File: src/rtl/shift_out_reg_4b.sv
// shift_out_reg_4b: parallel-in, serial-out unload register.
// A word is captured on a load request while ready is high. It is then shifted
// out one bit per clock with a valid qualifier. A one-cycle done strobe closes
// the frame, and the block returns to ready.
// Optional feature macro: SHIFT_OUT_PARITY_EN appends an even-parity bit
// after the last data bit of every frame.
module shift_out_reg_4b #(
   parameter int WIDTH     = 4,
   parameter bit MSB_FIRST = 1'b1
) (
   input  logic             clk,
   input  logic             rst,
   input  logic [WIDTH-1:0] in,
   input  logic             ld,
   output logic             ready,
   output logic             sout,
   output logic             sout_valid,
   output logic             done
);

   localparam int CW = (WIDTH > 2) ? $clog2(WIDTH) : 1;
   localparam logic [CW-1:0] LAST_CNT = CW'(WIDTH - 1);

   typedef enum logic [1:0] {
      IDLE  = 2'd0,
      SHIFT = 2'd1,
`ifdef SHIFT_OUT_PARITY_EN
      DONE   = 2'd2,
      PARITY = 2'd3
`else
      DONE  = 2'd2
`endif
   } state_t;

   state_t           state;
   logic [WIDTH-1:0] shreg;
   logic [CW-1:0]    count;
`ifdef SHIFT_OUT_PARITY_EN
   logic             par;
`endif

   // Bit that leaves the register next. Which end this is depends on the
   // shift direction.
   function automatic logic out_bit(input logic [WIDTH-1:0] v);
      return MSB_FIRST ? v[WIDTH-1] : v[0];
   endfunction

   // Move the word one place toward the output end and fill with zero.
   function automatic logic [WIDTH-1:0] shift_once(input logic [WIDTH-1:0] v);
      return MSB_FIRST ? {v[WIDTH-2:0], 1'b0} : {1'b0, v[WIDTH-1:1]};
   endfunction

   // Frame FSM with registered outputs. On load, bit 0 of the frame goes
   // straight into sout. shreg then holds the word already advanced by one
   // place, so that sout and the register stay one step apart.
   always_ff @(posedge clk or negedge rst) begin
      if (!rst) begin
         state      <= IDLE;
         shreg      <= '0;
         count      <= '0;
         ready      <= 1'b1;
         sout       <= 1'b0;
         sout_valid <= 1'b0;
         done       <= 1'b0;
`ifdef SHIFT_OUT_PARITY_EN
         par        <= 1'b0;
`endif
      end else begin
         case (state)
            IDLE: begin
               if (ld) begin
                  shreg      <= shift_once(in);
                  sout       <= out_bit(in);
                  sout_valid <= 1'b1;
                  ready      <= 1'b0;
                  count      <= '0;
`ifdef SHIFT_OUT_PARITY_EN
                  par        <= ^in;
`endif
                  state      <= SHIFT;
               end
            end
            SHIFT: begin
               if (count == LAST_CNT) begin
`ifdef SHIFT_OUT_PARITY_EN
                  sout       <= par;
                  state      <= PARITY;
`else
                  sout       <= 1'b0;
                  sout_valid <= 1'b0;
                  done       <= 1'b1;
                  state      <= DONE;
`endif
               end else begin
                  sout  <= out_bit(shreg);
                  shreg <= shift_once(shreg);
                  count <= count + CW'(1);
               end
            end
`ifdef SHIFT_OUT_PARITY_EN
            PARITY: begin
               sout       <= 1'b0;
               sout_valid <= 1'b0;
               done       <= 1'b1;
               state      <= DONE;
            end
`endif
            DONE: begin
               done  <= 1'b0;
               ready <= 1'b1;
               state <= IDLE;
            end
            default: begin
               sout       <= 1'b0;
               sout_valid <= 1'b0;
               done       <= 1'b0;
               ready      <= 1'b1;
               state      <= IDLE;
            end
         endcase
      end
   end

endmodule

File: config.mk
export PLATFORM = sky130hd
export DESIGN_NAME = shift_out_reg_4b
export DESIGN_NICKNAME = d
export VERILOG_FILES = /design/src/rtl/shift_out_reg_4b.sv
export SDC_FILE = /design/constraint.sdc
export NUM_CORES = 1
export LEC_CHECK = 0
export ABC_CLOCK_PERIOD_IN_PS = 4300
export BUFFER_PORTS_ARGS = -buffer_cell sky130_fd_sc_hd__buf_2
export CAP_MARGIN = 20
export CORE_UTILIZATION = 35
export CTS_CLUSTER_DIAMETER = 40
export DETAILED_ROUTE_END_ITERATION = 8
export PLACE_DENSITY = 0.65
export RECOVER_POWER = 25
export REMOVE_ABC_BUFFERS = 1
export SLEW_MARGIN = 20
export SYNTH_ARGS = -nofsm -noshare
export SYNTH_HDL_FRONTEND = slang
export SYNTH_SLANG_ARGS = --single-unit
File: constraint.sdc
create_clock -name clk -period 4.3 [get_ports clk]
set_clock_uncertainty 0.1 [all_clocks]
set_input_delay 0.215 -clock clk [delete_from_list [all_inputs] [get_ports clk]]
set_output_delay 0.215 -clock clk [all_outputs]
set_load 0.02 [all_outputs]
## Yosys cells after proc, flatten, opt, wreduce, memory -nomap -nowiden

Index checks and enable logic that the tools add are counted.

- Register bits: 12
- Input port bits: 7

- Add/subtract/negate cells: 1
- Equal/unequal tests: 6
- Muxes and demuxes: 19
- Bitwise gates (word level): 3
- Reduce and logical (&&, ||, !) cells: 8

Operators with widths:

| operator | number |
|---|---|
| 2-bit 2-to-1 mux | 4 |
| 4-bit 2-to-1 mux | 2 |
| 2-bit one-hot mux with 2 select lines | 2 |
| 4-bit one-hot mux with 2 select lines | 1 |
| 2-bit AND reduction | 4 |
| 1-bit 2-to-1 mux | 6 |
| 2-bit inequality test (second input constant) | 3 |
| 1-bit one-hot mux with 3 select lines | 2 |
| 3-bit AND reduction | 2 |
| 2-bit == test (second input constant) | 2 |
| 1-bit one-hot mux with 2 select lines | 2 |
| 1-bit NOT | 3 |
| 2-bit by 1-bit adder with 2-bit output (second input constant) | 1 |
| 2-bit by 1-bit == test with 1-bit output (second input constant) | 1 |
| 2-bit zero test | 1 |
| 2-bit nonzero test | 1 |

## Logic depth before layout (Yosys ltp)

Gate-level depths: netlist (run 1).

- Word-level depth: 3
- Mapped depth: 4
- Depth with buffers taken out: 4

## Worst setup path after synthesis (run 1)

OpenSTA, ideal clock, no wires.

- Kind: register to register
- Start: reg count[0]
- End: reg shreg[2]
- Library setup time: 125 ps
- Arrival time: 1312 ps
- Setup slack: 2763 ps
- Cell stages (with the launch flop): 5
- Path buffers: 0
- Path through: dfrtp_1 ha_1 nand2b_1 a21oi_4 mux2_4

- Word-level cells in the longest chain between the ends: 3

RTL lines:

| what | line | source |
|---|---|---|
| start, declared | 37 | `logic [CW-1:0] count;` |
| start signal, assigned | 97 | `count <= count + CW'(1);` |
| 2-bit == test | 84 | `if (count == LAST_CNT) begin` |
| 2-bit inequality test (no source line) | -- |  |
| 3-bit AND reduction (no source line) | -- |  |
| end signal, assigned | 72 | `shreg <= shift_once(in);` |
| end signal, assigned | 96 | `shreg <= shift_once(shreg);` |
| end, declared | 36 | `logic [WIDTH-1:0] shreg;` |

Every way passes these cells.
A chain may end at the register's enable or synchronous reset.

## Worst setup path in the final report (run 1)

- Start: reg count[0]
- End: reg shreg[3]

The elaborated chain is that of the path after synthesis.

==> run_results.csv, run 1 <==
group,metric,value,unit
critical_path,startpoint_type,"register",
floorplan,start_util,38.7,%
global_routing,grt_pass1_vias,314,
placement,place.gp.congestion,0.728,
sta,rsz0062_at_grt,"no",
sta,hold_viol_final,0,
sta,timing.setup.tns,0,ns
finish,layout.nets,66,
finish,final_cells,72,
power,seqPwrFrac,41.2,%
clocking,cts_buffers,3,
global_routing,grt_overflow,0,
critical_path,path_class,"reg2reg",
power,switching_share,37.1,%
synthesis,ys_ff_latch,11,
clocking,clock_tree.buffer_depth,2,
route,wl_per_cell,12.6,microns
critical_path,startpoint,"count[0]$_DFFE_PN0P_",
synthesis,yosysTopAreaCellShare,48.4,%
synthesis,synth_top_cell_by_area,"dfrtp_1",
route,vias,353,
clocking,clkTransAtPathRegs,0.07,ns
placement,place_ws,2.66,ns
min_path,hp-start,"in[3]",
critical_path,crit_required,4.36,ns
job,cap_violations,0,
sta,fin_crit_sh,38.2,%
min_path,worstHoldPathType,"in2reg",
critical_path,cp_max_fo,6,
floorplan,die_w,40.4,microns
synthesis,synth_top_cells_by_area,"dfrtp_1 (48%), mux2_4 (5.8%), dfstp_2 (5.1%)",
synthesis,avgSynthCellArea,12.0,sq um
critical_path,worstPathArrival,1.70,ns
floorplan,ioPinCount,11,
clocking,cts_sinks,11,
placement,io_buffers,10,
clocking,cts_tree,"built",
synthesis,synth_cell_types,22,
power,ir_drop,270,uV
sta,setup_viol,0,
floorplan,rows,13,
route,drtIter0Drc,4,
sta,tightest_slew,0.620,ns
critical_path,end_kind,"register",
power,p_leak,0.000303,uW
synthesis,syn-cell-area,517,sq um
finish,diodes,0,
route,drc_errors,0,
sta,fmax,0.609,GHz
global_routing,grt_max_degree,12,
floorplan,coreArea,1330,sq um
power,total_power,456,uW
placement,dp.cells,67,
sta,layout_min_cycle_time,1.64,ns
finish,areaGrowthSynthToFinish,18.6,%
synthesis,syn_inst,43,
sta,slew_violations,0,
route,viasPerCell,4.90,
finish,drive_gt1_share,35.1,%
outcome,status,"finished clean",
synthesis,yosysWarningCount,0,
route,dr.pass1.iters,2,
critical_path,r2r-start,"count[0]$_DFFE_PN0P_",
floorplan,die_h,40.4,microns
global_routing,antenna_found_initial,0,
clocking,clk_latency,0.27,ns
clocking,cts_root_buf,"clkbuf_4",
sta,finalWorstSetupSlack,2.66,ns
power,power.density,743,nW/um^2
global_routing,grt_usage,13.9,%
route,final_antenna_net_count,0,
clocking,ctsResizeCount,0,
clocking,htree_num_levels,1,
power,power_switching,169,uW
global_routing,grt_pass1_wl,1430,microns
power,comb_power_share,42.7,%
critical_path,slowest_stage,"dfrtp_1",
power,pwr-share-clk,16.1,%
power,p_int,287,uW
floorplan,dieArea,1630,sq um
synthesis,yosysSeqAreaShare,53.5,%
route,wirelength,907,microns
critical_path,crit_path_cell_trace,"ha_1 > nand2b_1 > a21oi_4 > mux2_4",
sta,slew_headroom,58.7,%
critical_path,max_stage_delay,0.40,ns
[power groups by stage]
| stage | clock (uW) | combinational, uW | sequential [uW] |
|---|---|---|---|
| after global placement | 0 | 192 | 188 |
| after detailed placement | 0 | 196 | 190 |
| final | 73.2 | 195 | 188 |
| after floorplan | 0 | 134 | 202 |
| after global routing | 78.5 | 218 | 196 |
| after CTS | 75.0 | 199 | 188 |
[worst max-delay path: cells and delay by family (launching register included)]
family                     cells  cell delay, ns
DFF                            1            0.40
muxes                          1            0.32
adders and majority gates      1            0.26
AOI/OAI and AO/OA              1            0.25
and+or+nand+nor                1            0.21
[sequential cells by signal (all words and copies together), names as in the netlist]
signal / flops
shreg: 3
state: 2
count: 2
sout: 1
done: 1
sout_valid: 1
ready: 1
[metal layers]
metal	vias up	GRT usage, %	routed length [microns]
li1	179	-	-
met1	162	19.7	460
met2	10	19.0	383
met3	2	3.33	40
met4	0	7.50	23
met5	-	0	0
[through the flow]
stage / hold slack (ns) / area (sq um) / utilization [%]
after CTS: 0.144 / 614 / 46.1
final: 0.137 / 613 / 46.0
after floorplan: -0.181 / 509 / -
after global placement: -0.00216 / 578 / 43.3
after detailed placement: -0.00143 / 578 / 43.3
after global routing: 0.183 / 613 / 46.0
[path summary, 6_finish.rpt]
| check | endpoint | slack (ns) | cells past startpoint |
|---|---|---|---|
| setup / recovery | shreg[3]$_DFFE_PN0P_ | 2.66 | 4 |
| hold / removal | sout$_DFFE_PN0P_ | 0.14 | 3 |
| setup reg to reg | shreg[3]$_DFFE_PN0P_ | 2.66 | 4 |
| hold reg to reg | done$_DFFE_PN0P_ | 0.40 | 2 |
| max in group asynchronous | count[1]$_DFFE_PN0P_ | 3.34 | 2 |
| min in group asynchronous | state[0]$_DFFE_PN0P_ | 0.37 | 2 |
[cell usage in the layout, fill, tap and decap left out]
master	n
inv_1	3
and2b_2	1
mux2_4	2
mux2_1	2
nand2b_1	2
mux2i_1	2
a21o_2	1
nor2_1	3
clkbuf_4	3
ha_1	1
nor2b_2	1
a2bb2oi_1	1
a21oi_4	1
buf_2	9
dlygate4sd3_1	1
nand2_1	2
a21oi_1	2
dfstp_2	1
dfrtp_1	10
and2_2	1
or4b_1	1
nand3_1	1
o21ai_0	3
clkbuf_1	2
o22ai_1	1
[final cells by class]
type,count,area [sq um]
fillers,135,721
well taps,15,18.8
multi-input cells,28,221
inverters,3,11.3
flip-flops and latches,11,277
repair buffers,11,58.8
clock buffers,4,26.3
[kinds of logic (layout without fill, tap and decap cells)]
group | Yosys count | in the layout | synth area share [%]
simple gates | 12 | 12 | 13.8
mux | 6 | 6 | 14.0
compound gates | 9 | 9 | 12.6
flops | 11 | 11 | 53.5
fa+ha+maj | 1 | 1 | 2.42
buf+inv | 4 | 18 | 3.63
[timing repair]
item                      4_1_cts  5_1_grt
setup buffers                   0        0
hold endpoints to repair       11        0
hold buffers                    1        0
[cell usage after synthesis, drive strengths merged]
| master | count |
|---|---|
| inv | 3 |
| nor2 | 3 |
| a21o | 1 |
| mux2i | 2 |
| dfstp | 1 |
| buf | 1 |
| a21oi | 3 |
| o22ai | 1 |
| mux2 | 4 |
| nand2b | 2 |
| or4b | 1 |
| nand3 | 1 |
| ha | 1 |
| and2b | 1 |
| dfrtp | 10 |
| and2 | 1 |
| nor2b | 1 |
| a2bb2oi | 1 |
| nand2 | 2 |
| o21ai | 3 |
Note: power is estimated with default switching activity, not from simulation.
==> run 2, diff against run 1 <==
--- a/config.mk
+++ b/config.mk
@@ -5,7 +5,7 @@
 export SDC_FILE = /design/constraint.sdc
 export NUM_CORES = 1
 export LEC_CHECK = 0
-export ABC_CLOCK_PERIOD_IN_PS = 4300
+export ABC_CLOCK_PERIOD_IN_PS = 1650
 export BUFFER_PORTS_ARGS = -buffer_cell sky130_fd_sc_hd__buf_2
 export CAP_MARGIN = 20
 export CORE_UTILIZATION = 35
==> constraint.sdc (replaced) <==
create_clock -name clk -period 1.65 [get_ports clk]
set_clock_uncertainty 0.1 [all_clocks]
set_input_delay 0.0825 -clock clk [delete_from_list [all_inputs] [get_ports clk]]
set_output_delay 0.0825 -clock clk [all_outputs]
set_load 0.02 [all_outputs]
==> run_results.csv, run 2 (synthesis gave the netlist of run 1 again) <==
group,metric,value,unit
outcome,status,"finished clean",
power,ir_drop,974,uV
clocking,clock_tree.buffer_depth,2,
clocking,clk_latency,0.27,ns
finish,areaGrowthSynthToFinish,23.0,%
critical_path,cp_max_fo,5,
finish,layout.nets,69,
clocking,cts_setup_buffers,0,
clocking,htree_num_levels,1,
route,viasPerCell,4.69,
sta,slew_violations,0,
sta,hold_viol_final,0,
route,dr.pass1.iters,1,
floorplan,die_w,40.4,microns
clocking,cts_tree,"built",
floorplan,rows,13,
job,cap_violations,0,
power,power.density,1910,nW/um^2
finish,reg.largest.list,"shreg: 3 flops, count: 2 flops, state: 2 flops",
placement,place.gp.congestion,0.715,
global_routing,grt_usage,13.6,%
critical_path,startpoint_type,"register",
finish,most-common-layout-cells,"dfrtp_1 (10), buf_2 (9)",
sta,slew_headroom,59.1,%
critical_path,crit_required,1.71,ns
power,p_leak,0.000318,uW
sta,fmax,0.648,GHz
finish,final_cell_area,636,sq um
sta,fin_crit_sh,93.6,%
finish,multi_input_area,221,sq um
finish,final_common_cell,"dfrtp_1",
finish,drive_gt1_share,38.3,%
sta,finalWorstSetupSlack,0.106,ns
critical_path,end_kind,"register",
global_routing,antenna_found_initial,0,
finish,nFillCells,125,
route,final_antenna_net_count,0,
finish,diodes,0,
finish,largest_register,"shreg",
sta,tightest_slew,0.614,ns
critical_path,rrSetupSlack,0.11,ns
floorplan,die_h,40.4,microns
clocking,cts_root_buf,"clkbuf_4",
floorplan,ioPinCount,11,
global_routing,grt_pass1_wl,1350,microns
floorplan,start_util,38.7,%
global_routing,grt_overflow,0,
route,drc_errors,0,
finish,largest_reg_flops,3,
sta,setup_viol,0,
finish,regArea,277,sq um
placement,place_ws,0.108,ns
critical_path,worstPathArrival,1.60,ns
clocking,cts_sinks,11,
placement,io_buffers,10,
sta,timing.setup.tns,0,ns
global_routing,grt_max_degree,12,
sta,layout_min_cycle_time,1.54,ns
min_path,worstHoldPathType,"in2reg",
floorplan,dieArea,1630,sq um
clocking,cts_buffers,3,
clocking,clkTransAtPathRegs,0.07,ns
route,drtIter0Drc,0,
placement,placed_cell_area,601,sq um
route,vias,352,
placement,dp_hpwl,662,microns
critical_path,path_class,"reg2reg",
floorplan,coreArea,1330,sq um
sta,rsz0062_at_grt,"no",
route,wirelength,898,microns
route,wl_per_cell,12.0,microns
global_routing,grt_pass1_vias,330,
## run 2: cell types whose count changed in the layout (fill, tap and decap cells not counted)
cell / change
buf_4: +3
## run 2: path summary, 6_finish.rpt
path	start	to	depth (start not counted)
hold / removal	in[3]	sout$_DFFE_PN0P_	3
min in group asynchronous	rst	sout_valid$_DFFE_PN0P_	2
setup / recovery	count[0]$_DFFE_PN0P_	shreg[2]$_DFFE_PN0P_	4
hold reg to reg	done$_DFFE_PN0P_	done$_DFFE_PN0P_	2
max in group asynchronous	rst	count[0]$_DFFE_PN0P_	2
setup reg to reg	count[0]$_DFFE_PN0P_	shreg[2]$_DFFE_PN0P_	4
## run 2: area by class of cell
cell class                      instances  area share (%)
Clock buffer                            4            4.13
Multi-Input combinational cell         28            34.8
Inverter                                3            1.77
Timing Repair Buffer                   14            12.8
Sequential cell                        11            43.5
Tap cell                               15            2.95
## run 2: worst max-delay path, stage by stage (launching register included)
cell and delay (ns):
dfrtp_1 0.39, ha_1 0.21, nand2b_1 0.18, a21oi_4 0.24
mux2_4 0.32
## run 2: stage by stage
step	instances	total power (uW)	hold slack, ns	util, %
floorplan	42	877	-0.313	-
global placement	70	1020	-0.135	45.0
detailed placement	70	1040	-0.130	45.0
CTS	75	1230	0.00255	47.7
global route	75	1300	0.0228	47.7
finish	75	1210	0.00499	47.7
## run 2: power by group
part	leakage (uW)	internal, uW	switching, uW
Sequential	0.000133	394	66.1
Clock	0.0000150	93.6	94.3
Combinational	0.000170	288	278
## run 2: layer usage
metal | GRT usage [%] | up-vias | routed length (microns)
met1 | 14.7 | 160 | 448
li1 | - | 181 | -
met2 | 21.4 | 11 | 390
met5 | 0 | - | 0
met4 | 5.00 | 0 | 0
met3 | 8.33 | 0 | 59
## run 2: timing repair
| action | 4_1_cts | 5_1_grt |
|---|---|---|
| gates resized for setup | 0 | 0 |
| hold buffers | 1 | 0 |
| endpoints found under the hold margin | 11 | 0 |
